## src/rtl/ex_mem_pipe_reg.sv

```systemverilog
// EX/MEM pipeline register with a valid/ready handshake and a 2-entry skid buffer.
// Entry M drives the MEM stage. Entry S catches an instruction accepted while M is stalled.
module ex_mem_pipe_reg #(
  parameter int DATA_W = 32,
  parameter int REG_W  = 5,
  parameter int WB_W   = 2,
  parameter int M_W    = 2
) (
  input  logic              clk,
  input  logic              rst,
  input  logic              flush,
  input  logic              in_valid,
  output logic              in_ready,
  input  logic [WB_W-1:0]   ctlwb_in,
  input  logic [M_W-1:0]    ctlm_in,
  input  logic [DATA_W-1:0] adder_in,
  input  logic [DATA_W-1:0] alu_result_in,
  input  logic              zero_in,
  input  logic [DATA_W-1:0] rdata2_in,
  input  logic [REG_W-1:0]  muxout_in,
  output logic              out_valid,
  input  logic              out_ready,
  output logic [WB_W-1:0]   ctlwb_out,
  output logic [M_W-1:0]    ctlm_out,
  output logic [DATA_W-1:0] adder_out,
  output logic [DATA_W-1:0] alu_result_out,
  output logic              alu_zero,
  output logic [DATA_W-1:0] rdata2_out,
  output logic [REG_W-1:0]  muxout_out,
  output logic [1:0]        occupancy
);

  typedef struct packed {
    logic [WB_W-1:0]   ctlwb;
    logic [M_W-1:0]    ctlm;
    logic [DATA_W-1:0] adder;
    logic [DATA_W-1:0] alu_result;
    logic              zero;
    logic [DATA_W-1:0] rdata2;
    logic [REG_W-1:0]  muxout;
  } entry_t;

  // The encoding equals the number of held entries, so occupancy is the state itself.
  typedef enum logic [1:0] {
    EMPTY = 2'd0,
    ONE   = 2'd1,
    FULL  = 2'd2
  } state_e;

  state_e state_q, state_d;
  entry_t m_q, m_d;
  entry_t s_q, s_d;
  entry_t in_entry;
  logic   in_fire;
  logic   out_fire;

  assign in_entry = '{
    ctlwb:      ctlwb_in,
    ctlm:       ctlm_in,
    adder:      adder_in,
    alu_result: alu_result_in,
    zero:       zero_in,
    rdata2:     rdata2_in,
    muxout:     muxout_in
  };

  // Both handshake outputs depend only on registered state, never on out_ready.
  assign in_ready  = (state_q != FULL);
  assign out_valid = (state_q != EMPTY);
  assign in_fire   = in_valid & in_ready;
  assign out_fire  = out_valid & out_ready;
  assign occupancy = state_q;

  // NOTE: every signal written here gets a default first, so no path can infer a latch.
  always_comb begin
    state_d = state_q;
    m_d     = m_q;
    s_d     = s_q;
    if (flush) begin
      // Entry contents are kept so the data outputs still show the last loaded value.
      state_d = EMPTY;
    end else begin
      unique case (state_q)
        EMPTY: begin
          if (in_fire) begin
            state_d = ONE;
            m_d     = in_entry;
          end
        end
        ONE: begin
          if (in_fire && out_fire) begin
            m_d = in_entry;
          end else if (out_fire) begin
            state_d = EMPTY;
          end else if (in_fire) begin
            state_d = FULL;
            s_d     = in_entry;
          end
        end
        FULL: begin
          if (out_fire) begin
            state_d = ONE;
            m_d     = s_q;
          end
        end
        default: state_d = EMPTY;
      endcase
    end
  end

  // NOTE: sequential state uses non-blocking assignments so every register samples pre-edge values.
  // NOTE: the entries are reset as well, because the data outputs must read 0 after reset.
  always_ff @(posedge clk) begin
    if (rst) begin
      state_q <= EMPTY;
      m_q     <= '0;
      s_q     <= '0;
    end else begin
      state_q <= state_d;
      m_q     <= m_d;
      s_q     <= s_d;
    end
  end

  // Control is squashed on a bubble so MEM/WB never writes; data fields simply hold.
  assign ctlwb_out      = out_valid ? m_q.ctlwb : '0;
  assign ctlm_out       = out_valid ? m_q.ctlm  : '0;
  assign adder_out      = m_q.adder;
  assign alu_result_out = m_q.alu_result;
  assign alu_zero       = m_q.zero;
  assign rdata2_out     = m_q.rdata2;
  assign muxout_out     = m_q.muxout;

endmodule

```

## config.mk

```make
export PLATFORM = sky130hd
export DESIGN_NAME = ex_mem_pipe_reg
export DESIGN_NICKNAME = d
export VERILOG_FILES = /design/src/rtl/ex_mem_pipe_reg.sv
export SDC_FILE = /design/constraint.sdc
export NUM_CORES = 1
export LEC_CHECK = 0
export ABC_AREA = 1
export CAP_MARGIN = 30
export CORE_MARGIN = 5
export CORE_UTILIZATION = 25
export DETAILED_ROUTE_END_ITERATION = 7
export DONT_BUFFER_PORTS = 1
export GPL_ROUTABILITY_DRIVEN = 0
export HOLD_SLACK_MARGIN = 0.08
export PLACE_DENSITY = 0.37
export SLEW_MARGIN = 20
export SYNTH_ARGS = -nofsm -noshare
export SYNTH_HDL_FRONTEND = slang
export SYNTH_SLANG_ARGS = --single-unit
```

## constraint.sdc

```tcl
create_clock -name clk -period 2.1 [get_ports clk]
set_clock_uncertainty 0.1 [all_clocks]
set_input_delay 0.42 -clock clk [delete_from_list [all_inputs] [get_ports clk]]
set_output_delay 0.42 -clock clk [all_outputs]
set_load 0.05 [all_outputs]
```

==> results of run 1 <==
==> worst max-delay path: stages (launching register included) <==
cell	delay, ns
dfxtp_4	0.37
buf_16	0.17
nand2_4	0.15
buf_16	0.23
==> what timing repair did <==
item / CTS / global route
hold endpoints to repair: 194 / 106
gates cloned: 4 / 0
setup buffers: 2 / 0
endpoints found under the setup margin: 5 / 4
resized for setup: 4 / 3
==> final cells by class <==
type	instances	area (sq um)
timing repair buffer	128	1449
inverter	121	461.7
clock inverter	9	98.84
sequential	214	4292
multi-input combinational	1085	4529
antenna	1	2.502
clock buffer	43	918.4
tap	539	674.4
fill	4677	29330
==> layout by cell type (no fill, tap or decap), drive strengths merged <==
master       synthesis  routed
dfxtp              214     214
bufinv               0       2
clkinv               0       5
nand2              537     537
nor2               221     221
dlygate4sd3          0      91
clkbuf              41      43
inv                121     122
bufbuf               0       4
diode                0       1
buf                172      33
clkinvlp             0       1
nor3                 2       2
nand3              216     216
a21oi              108     108
o21ai                1       1
==> path summary, 6_finish.rpt <==
path,to,slack [ns],depth (start not counted)
max reg2reg,rdata2_out[19]$_SDFFE_PP0P_,0.19,10
max,in_ready,0.07,3
min,s_q[53]$_SDFFE_PP0P_,-0.17,1
min reg2reg,s_q[56]$_SDFFE_PP0P_,0.36,2
==> report_power, final <==
part	switching (mW)	internal [mW]
Combinational	0.592	0.394
Clock	1.94	3.23
Sequential	0.701	4.25
==> state kept, by name, summed over array words and instances, names as in the netlist <==
signal	flops
m_q	4
muxout_out	5
rdata2_out	32
adder_out	32
alu_zero	1
occupancy	2
s_q	106
alu_result_out	32
==> cell families after synthesis <==
family | after synthesis | share of synthesized area [%]
AO/OA/AOI/OAI | 109 | 5.184
buffers and inverters | 334 | 16.50
flip-flops | 214 | 40.71
AND/OR/NAND/NOR | 976 | 37.60
==> through the flow <==
stage               setup TNS [ns]  worst slack, ns  std cells
floorplan                 -0.02317        -0.005793       1633
global placement                 0           0.2838       1990
detailed placement               0           0.2843       1990
CTS                              0         0.009274       2139
global route            -0.0007271       -0.0007271       2139
finish                           0          0.07172       2140
==> metal layers <==
layer | wire length (um) | vias up | track usage, %
li1 | - | 4843 | -
met1 | 16860 | 4328 | 19.97
met2 | 16120 | 215 | 24.07
met3 | 2399 | 48 | 4.377
met4 | 892 | 2 | 3.776
met5 | 13 | - | 0
==> flow_metrics.py, run 1 <==
metrics = {
    "logic_synthesis": {
        "number_of_enable_flip_flop_cells_after_synthesis": 0,
        "async_flop_share_pct": 0,
        "post_syn_area_per_cell_sq_um": 6.444,
        "synth.net_count": 1744,
        "ys.flop_type": "dfxtp_1",
        "yosysMostFrequentCell": "nand2_1",
        "synth_cell_types": 18,
        "yosys-top-cells-area": "dfxtp_1, nand2_1, nand3_1",
        "post_synth_inst_count": 1633,
        "synth_commonest_cells": "nand2_1, nor2_1, nand3_1",
        "synth-seq-cells": 214,
        "synthDominantAreaCellType": "dfxtp_1",
        "synth.yosys.warnings": 0,
        "mappedNetlistArea_sq_um": 10520,
        "synth_sequential_area_ratio_pct": 40.71,
        "synth_top_area_share_pct": 40.71,
    },
    "job": {
        "max-cap-violations": 0,
    },
    "layout": {
        "finalCoreUtilization_pct": 29.76,
        "finalInstanceArea_sq_um": 12430,
        "finalNetCount": 1689,
        "share_of_layout_cells_above_drive_strength_1_pct": 6.375,
        "syn2layout_area_growth_pct": 18.09,
    },
    "placement": {
        "detailed_place.area_sq_um": 10320,
        "portBuffers": 0,
        "detailed_place_hpwl_um": 20620,
    },
    "worst_setup_path": {
        "worst-endpoint-required_ns": 1.58,
        "setup.worst_path.start_class": "register",
        "worstReg2RegStart": "occupancy[1]$_SDFFE_PP0P_",
        "critical_path.startpoint": "occupancy[1]$_SDFFE_PP0P_",
        "timing.critical_path.arrival_ns": 1.51,
        "critical_path_peak_fanout": 28,
        "endpoint_kind": "primary output",
        "criticalPathCategory": "reg2out",
    },
    "timing": {
        "period_minus_slack_ns": 2.028,
        "setup-violations-final": 0,
        "slew_at_the_pin_closest_to_its_max_slew_limit_ns": 0.6233,
        "whs_ns": -0.1732,
        "remaining_max_slew_budget_at_the_tightest_pin_pct": 58.39,
        "highest_clock_rate_mhz": 493.0,
        "finalHoldViolations": 106,
        "post-route-period-util_pct": 96.58,
        "slew_viol_final": 0,
    },
    "clocking": {
        "cts_sinks": 214,
        "tritoncts": "built",
        "clock_path_buffers": 3,
        "cts_hold_repair.buffers": 91,
        "ctsRootBufferMaster": "clkbuf_16",
        "cts_max_level": 1,
        "clk_pin_slew_ns": 0.06,
        "number_of_cts_inserted_buffers": 28,
        "worst_skew_pair.late_latency_ns": 0.55,
    },
    "floorplan": {
        "vertical_die_dimension_um": 215.2,
        "core_area_sq_um": 41760,
        "chipWidth_um": 215.2,
        "initial_utilization_pct": 25.20,
        "top_level_ports": 221,
        "floorplan.rows": 75,
        "fp.dieArea_sq_um": 46290,
    },
    "worst_hold_path": {
        "timing.hold.worst.start": "rst",
        "hold_class": "in2reg",
    },
    "pwr": {
        "power_density_nw_per_um2": 893.8,
        "finalPower_mw": 11.11,
        "power.leakage_nw": 5.540,
        "power.ir.vdd_worst_uv": 664.3,
    },
    "routing": {
        "detail-route-antenna-nets": 0,
        "drtPass1Iterations": 5,
        "drt_first_iter_violations": 503,
        "via_count": 9436,
        "routed_wire_length_per_instance_um": 16.95,
        "drc": 0,
        "avgViaCountPerCell": 4.409,
        "wl_um": 36280,
    },
    "status": {
        "violated_checks": "hold timing",
        "status": "finished with violations",
    },
    "global_routing": {
        "grt_max_degree": 108,
        "grt_pass1_vias": 9117,
        "globalRoute.totalOverflow": 0,
        "antenna_found_initial": 1,
        "grt_usage_pct": 15.02,
        "grt_pass1_wl_um": 55840,
    },
}
No activity file was read; power rests on OpenSTA's default activity.
==> run 2, diff against run 1 <==
==> constraint.sdc (replaced) <==
create_clock -name clk -period 2.1 [get_ports clk]
set_clock_uncertainty 0.1 [all_clocks]
set_input_delay 0.42 -clock clk [delete_from_list [all_inputs] [get_ports clk]]
set_output_delay 0.42 -clock clk [all_outputs]
set_load 0.02 [all_outputs]
==> run 2 against run 1 <==
The flow still finishes with violations (hold timing); power fell by 5.9%; critical path type unchanged; first-iteration DRC count rose by 14%; flip-flop and latch count did not move; worst setup slack improved by 0.059 ns; maximum frequency rose by 3.0%; core utilization fell by 1.0 points; largest power group unchanged; design area fell by 3.4%; non-clock buffer count fell by 32; die area did not move; register-to-register slack improved by 0.14 ns; worst hold slack improved by 0.029 ns.
==> flow_metrics.py, run 2 (synthesis results as in run 1) <==
metrics = {
    "floorplan": {
        "floorplan.rows": 75,
        "initial_utilization_pct": 25.20,
        "chipWidth_um": 215.2,
        "top_level_ports": 221,
        "core_area_sq_um": 41760,
        "vertical_die_dimension_um": 215.2,
        "fp.dieArea_sq_um": 46290,
    },
    "global_routing": {
        "grt_usage_pct": 14.50,
        "globalRoute.totalOverflow": 0,
        "grt_pass1_wl_um": 54650,
        "antenna_found_initial": 1,
        "grt_pass1_vias": 8977,
        "grt_max_degree": 108,
    },
    "worst_hold_path": {
        "hold_path_depth": 1,
        "timing.hold.worst.start": "rst",
        "min_to": "s_q[17]$_SDFFE_PP0P_",
        "hold_class": "in2reg",
    },
    "pwr": {
        "combPwrFrac_pct": 8.9,
        "p_sw_mw": 2.793,
        "finalPower_mw": 10.46,
        "power.ir.vdd_worst_uv": 485.0,
        "power.leakage_nw": 5.315,
        "power_density_nw_per_um2": 871.3,
        "internal_power_mw": 7.663,
        "power_frac_seq_pct": 43.9,
        "power_switching_share_pct": 26.71,
        "clockPowerShare_pct": 47.3,
    },
    "worst_setup_path": {
        "criticalPathCategory": "reg2out",
        "worst-r2r-cell-count": 8,
        "worst_path_dominant_cell_family": "flip-flops",
        "setup.worst_path.start_class": "register",
        "endpoint_kind": "primary output",
        "worstReg2RegStart": "occupancy[0]$_SDFFE_PP0P_",
        "worst_path_max_delay_cell": "dfxtp_4",
        "timing.reg2reg.setup_slack_ns": 0.33,
        "worstReg2RegEnd": "adder_out[9]$_SDFFE_PP0P_",
        "timing.critical_path.arrival_ns": 1.45,
        "timing.critical_path.cells": "buf_12 > nand2_8 > buf_8",
        "critical_path_peak_fanout": 22,
        "worst-endpoint-required_ns": 1.58,
        "max_stage_delay_ns": 0.37,
        "worst-path-buf-inv": 2,
    },
    "clocking": {
        "tritoncts": "built",
        "ctsRootBufferMaster": "clkbuf_16",
        "clock_path_buffers": 3,
        "cts_sinks": 214,
        "worst_skew_pair.late_latency_ns": 0.55,
        "clk_pin_slew_ns": 0.06,
        "number_of_cts_inserted_buffers": 28,
        "cts_max_level": 1,
        "cts_hold_repair.buffers": 67,
    },
    "timing": {
        "finalHoldViolations": 106,
        "whs_ns": -0.1438,
        "remaining_max_slew_budget_at_the_tightest_pin_pct": 67.35,
        "post-route-period-util_pct": 93.78,
        "slew_viol_final": 0,
        "slew_at_the_pin_closest_to_its_max_slew_limit_ns": 0.4897,
        "grt_setup_unrepaired": "false",
        "period_minus_slack_ns": 1.969,
        "setup-violations-final": 0,
        "final.setup.worst_slack_ns": 0.1305,
        "setup-tns-final_ns": 0,
        "highest_clock_rate_mhz": 507.8,
    },
    "layout": {
        "instances_no_fill": 2107,
        "finalCoreUtilization_pct": 28.73,
        "share_of_layout_cells_above_drive_strength_1_pct": 5.233,
        "largest_reg_flops": 106,
        "layout_common_cells": "nand2_1, nor2_1, nand3_1",
        "leading_cell_type_in_the_layout_fill_and_taps_excluded": "nand2_1",
        "finalNetCount": 1657,
        "registers.top_by_ff_count": "s_q",
        "syn2layout_area_growth_pct": 14.03,
    },
    "placement": {
        "placement.setup.worst_slack_ns": 0.2758,
        "portBuffers": 0,
        "placed_cells_incl_taps": 1986,
        "detailed_place_hpwl_um": 20000,
    },
    "routing": {
        "drtPass1Iterations": 5,
        "wl_um": 34720,
        "drc": 0,
        "avgViaCountPerCell": 4.405,
        "via_count": 9282,
        "detail-route-antenna-nets": 0,
        "drt_first_iter_violations": 573,
        "routed_wire_length_per_instance_um": 16.48,
    },
    "status": {
        "status": "finished with violations",
        "violated_checks": "hold timing",
    },
    "job": {
        "max-cap-violations": 0,
    },
}
run 2: cell types whose count changed in the layout (fill, tap and decap cells not counted), moves of 2 or more:
| cell | delta |
|---|---|
| buf_12 | +6 |
| buf_16 | -2 |
| buf_4 | -7 |
| buf_6 | -2 |
| bufbuf_16 | -4 |
| clkbuf_1 | +10 |
| clkbuf_8 | -8 |
| clkinv_2 | -4 |
| dlygate4sd3_1 | -24 |
run 2: worst max path at each step:
| stage | startpoint | slack, ns | to | depth (start not counted) |
|---|---|---|---|---|
| final | occupancy[1]$_SDFFE_PP0P_ | 0.13 | in_ready | 3 |
| after global routing | occupancy[0]$_SDFFE_PP0P_ | 0.02 | ctlwb_out[0] | 4 |
| after CTS | occupancy[1]$_SDFFE_PP0P_ | 0.02 | ctlwb_out[0] | 4 |
| after detailed placement | occupancy[0]$_SDFFE_PP0P_ | 0.28 | adder_out[9]$_SDFFE_PP0P_ | 8 |
| after global placement | occupancy[0]$_SDFFE_PP0P_ | 0.32 | adder_out[16]$_SDFFE_PP0P_ | 8 |
| after floorplan | occupancy[0]$_SDFFE_PP0P_ | 0.42 | alu_result_out[17]$_SDFFE_PP0P_ | 9 |
run 2: final cells by class:
| cell class | instances | area (sq um) |
|---|---|---|
| fill | 4655 | 29760 |
| multi-input combinational | 1085 | 4536 |
| sequential | 214 | 4289 |
| timing repair buffer | 96 | 1084 |
| clock buffer | 46 | 870.8 |
| tap | 539 | 674.4 |
| inverter | 121 | 461.7 |
| clock inverter | 5 | 81.33 |
| antenna | 1 | 2.502 |
run 2: metal layers:
metal  routed length, um  GRT usage, %  share of wire [%]  vias to the layer above
li1                    -             -                  -                     4776
met4                 580         3.307                1.7                        0
met5                   0             0                  0                        -
met1               16140         19.07                 46                     4273
met3                2240         4.025                6.5                       38
met2               15770         23.80                 45                      195
run 2: per-stage QoR:
stage	cell area [sq um]	hold slack (ns)
floorplan	10520	0.3449
global placement	10330	0.3471
detailed placement	10330	0.3495
CTS	11970	-0.1962
global route	12000	-0.1855
finish	12000	-0.1438
run 2: power groups by stage:
stage	combinational (mW)	sequential, mW	clock [mW]
after detailed placement	0.813	4.69	0
after floorplan	1.07	4.41	0
after global routing	1.07	4.61	5.34
final	0.925	4.59	4.94
after global placement	0.812	4.69	0
after CTS	0.943	4.60	5.15
run 2: repair_timing:
| action | 4_1_cts | 5_1_grt |
|---|---|---|
| hold endpoints to repair | 170 | 106 |
| buffers inserted | 0 | 2 |
| gates cloned | 0 | 0 |
| gates resized for setup | 4 | 0 |
| setup endpoints to repair | 3 | 2 |
run 2: worst reg2reg max path: stages (launching register included):
cell,delay (ns)
dfxtp_2,0.39
inv_4,0.08
nand3_1,0.12
nand2_1,0.12
nor2_4,0.13
buf_4,0.43
nand3_1,0.17
nand2_1,0.09
nor2_1,0.04
==> run 3, diff against run 2 <==
Settings changed: SLEW_MARGIN 20 to default.
Clock period 2.1 ns to 2.5 ns, I/O delays scaled along.
==> run 3 against run 2 <==
The flow now finishes without violations; critical path type unchanged; combinational power shrank 7.9%; flip-flop and latch count unchanged; worst hold slack better by 0.31 ns; critical endpoint is now occupancy[1]; highest routed layer unchanged; power down 16%; sequential power decreased by 16%; design area up 2.8%.
==> flow_metrics.py, run 3 (synthesis results as in run 1) <==
metrics = {
    "job": {
        "max-cap-violations": 0,
    },
    "timing": {
        "slew_at_the_pin_closest_to_its_max_slew_limit_ns": 0.6672,
        "period_minus_slack_ns": 2.357,
        "remaining_max_slew_budget_at_the_tightest_pin_pct": 55.52,
        "whs_ns": 0.1623,
        "finalHoldViolations": 0,
        "highest_clock_rate_mhz": 424.2,
        "post-route-period-util_pct": 94.30,
        "setup-violations-final": 0,
        "grt_setup_unrepaired": "false",
        "slew_viol_final": 0,
        "setup-tns-final_ns": 0,
    },
    "worst_hold_path": {
        "hold_class": "in2reg",
        "hold_path_depth": 6,
        "timing.hold.worst.start": "alu_result_in[16]",
    },
    "worst_setup_path": {
        "max_stage_delay_ns": 0.60,
        "path_depth": 1,
        "endpoint_kind": "primary output",
        "worst-r2r-cell-count": 8,
        "setup.worst_path.start_class": "register",
        "worst_path_max_delay_cell": "buf_4",
        "worst-path-buf-inv": 1,
        "worstReg2RegStart": "occupancy[0]$_SDFFE_PP0P_",
        "timing.critical_path.cells": "buf_4",
        "critical_path_peak_fanout": 47,
        "critical_path.startpoint": "occupancy[1]$_SDFFE_PP0P_",
        "criticalPathCategory": "reg2out",
        "worst_path_dominant_cell_family": "buffers and inverters",
        "worst-endpoint-required_ns": 1.90,
        "timing.critical_path.arrival_ns": 1.76,
    },
    "layout": {
        "instances_no_fill": 2147,
        "finalCoreUtilization_pct": 29.54,
        "layout_common_cells": "nand2_1, nor2_1, nand3_1",
        "finalNetCount": 1699,
        "share_of_layout_cells_above_drive_strength_1_pct": 4.854,
        "leading_cell_type_in_the_layout_fill_and_taps_excluded": "nand2_1",
        "filler_cell_count": 4609,
        "registers.top_by_ff_count": "s_q",
        "syn2layout_area_growth_pct": 17.24,
        "largest_reg_flops": 106,
    },
    "routing": {
        "drc": 0,
        "routed_wire_length_per_instance_um": 17.15,
        "wl_um": 36810,
        "drtPass1Iterations": 6,
        "via_count": 9661,
        "drt_first_iter_violations": 558,
        "detail-route-antenna-nets": 0,
        "avgViaCountPerCell": 4.500,
    },
    "clocking": {
        "worst_skew_pair.late_latency_ns": 0.56,
        "clock_path_buffers": 3,
        "tritoncts": "built",
        "number_of_cts_inserted_buffers": 28,
        "post_cts_buffers": 0,
        "cts_sinks": 214,
        "ctsRootBufferMaster": "clkbuf_16",
        "cts_max_level": 1,
        "clk_pin_slew_ns": 0.06,
    },
    "floorplan": {
        "core_area_sq_um": 41760,
        "top_level_ports": 221,
        "vertical_die_dimension_um": 215.2,
        "chipWidth_um": 215.2,
        "fp.dieArea_sq_um": 46290,
        "initial_utilization_pct": 25.20,
        "floorplan.rows": 75,
    },
    "global_routing": {
        "grt_pass1_vias": 9407,
        "antenna_found_initial": 0,
        "globalRoute.totalOverflow": 0,
        "grt_pass1_wl_um": 56890,
        "grt_max_degree": 107,
        "grt_usage_pct": 15.23,
    },
    "placement": {
        "detailed_place_hpwl_um": 20280,
        "portBuffers": 0,
        "placed_cells_incl_taps": 1985,
    },
    "status": {
        "status": "finished, final reports clean",
    },
    "pwr": {
        "power_density_nw_per_um2": 708.0,
        "finalPower_mw": 8.734,
        "power.ir.vdd_worst_uv": 416.8,
        "power.leakage_nw": 5.468,
    },
}
## run 3: final timing paths
| path | to | slack (ns) |
|---|---|---|
| min reg2reg | s_q[2]$_SDFFE_PP0P_ | 0.36 |
| max reg2reg | s_q[23]$_SDFFE_PP0P_ | 0.24 |
| min | alu_result_out[16]$_SDFFE_PP0P_ | 0.16 |
| max | occupancy[1] | 0.14 |
## run 3: tightest hold or removal path, cell delays in order
cell,delay [ns]
nand2_1,0.04
nand2_1,0.04
inv_1,0.04
nand3_1,0.07
nand2_1,0.05
nor2_1,0.03
## run 3: what timing repair did
| action | CTS | global route |
|---|---|---|
| endpoints found under the setup margin | 1 | 0 |
| hold buffers | 112 | 0 |
| hold endpoints to repair | 108 | 0 |
| gates resized for setup | 1 | 0 |
## run 3: power by group
group	total (mW)	internal (mW)	switching, mW
Combinational	0.852	0.342	0.511
Clock	4.03	2.45	1.58
Sequential	3.86	3.57	0.286
## run 3: through the flow
stage	setup WS [ns]	cell area, sq um
2_1_floorplan	0.7508	10520
3_3_place_gp	0.4223	10280
3_5_place_dp	0.3911	10280
4_1_cts	0.09694	12330
5_1_grt	0.03708	12330
6_report	0.1426	12340
## run 3: routing by layer
layer	vias to the layer above	GRT usage [%]	share of wire, %
li1	4866	-	-
met1	4550	19.63	45
met2	201	25.81	47
met3	44	3.363	6.0
met4	0	4.096	2.1
met5	-	0	0
## run 3: cell type report
cell class,instances,area (sq um),share of cell area [%]
multi-input cells,1085,4527,36.69
well taps,539,674.4,5.467
clock inverters,3,40.04,0.3245
inverters,121,461.7,3.742
clock buffers,46,870.8,7.059
repair buffers,138,1471,11.93
flip-flops and latches,214,4289,34.77
diodes,1,2.502,0.02028
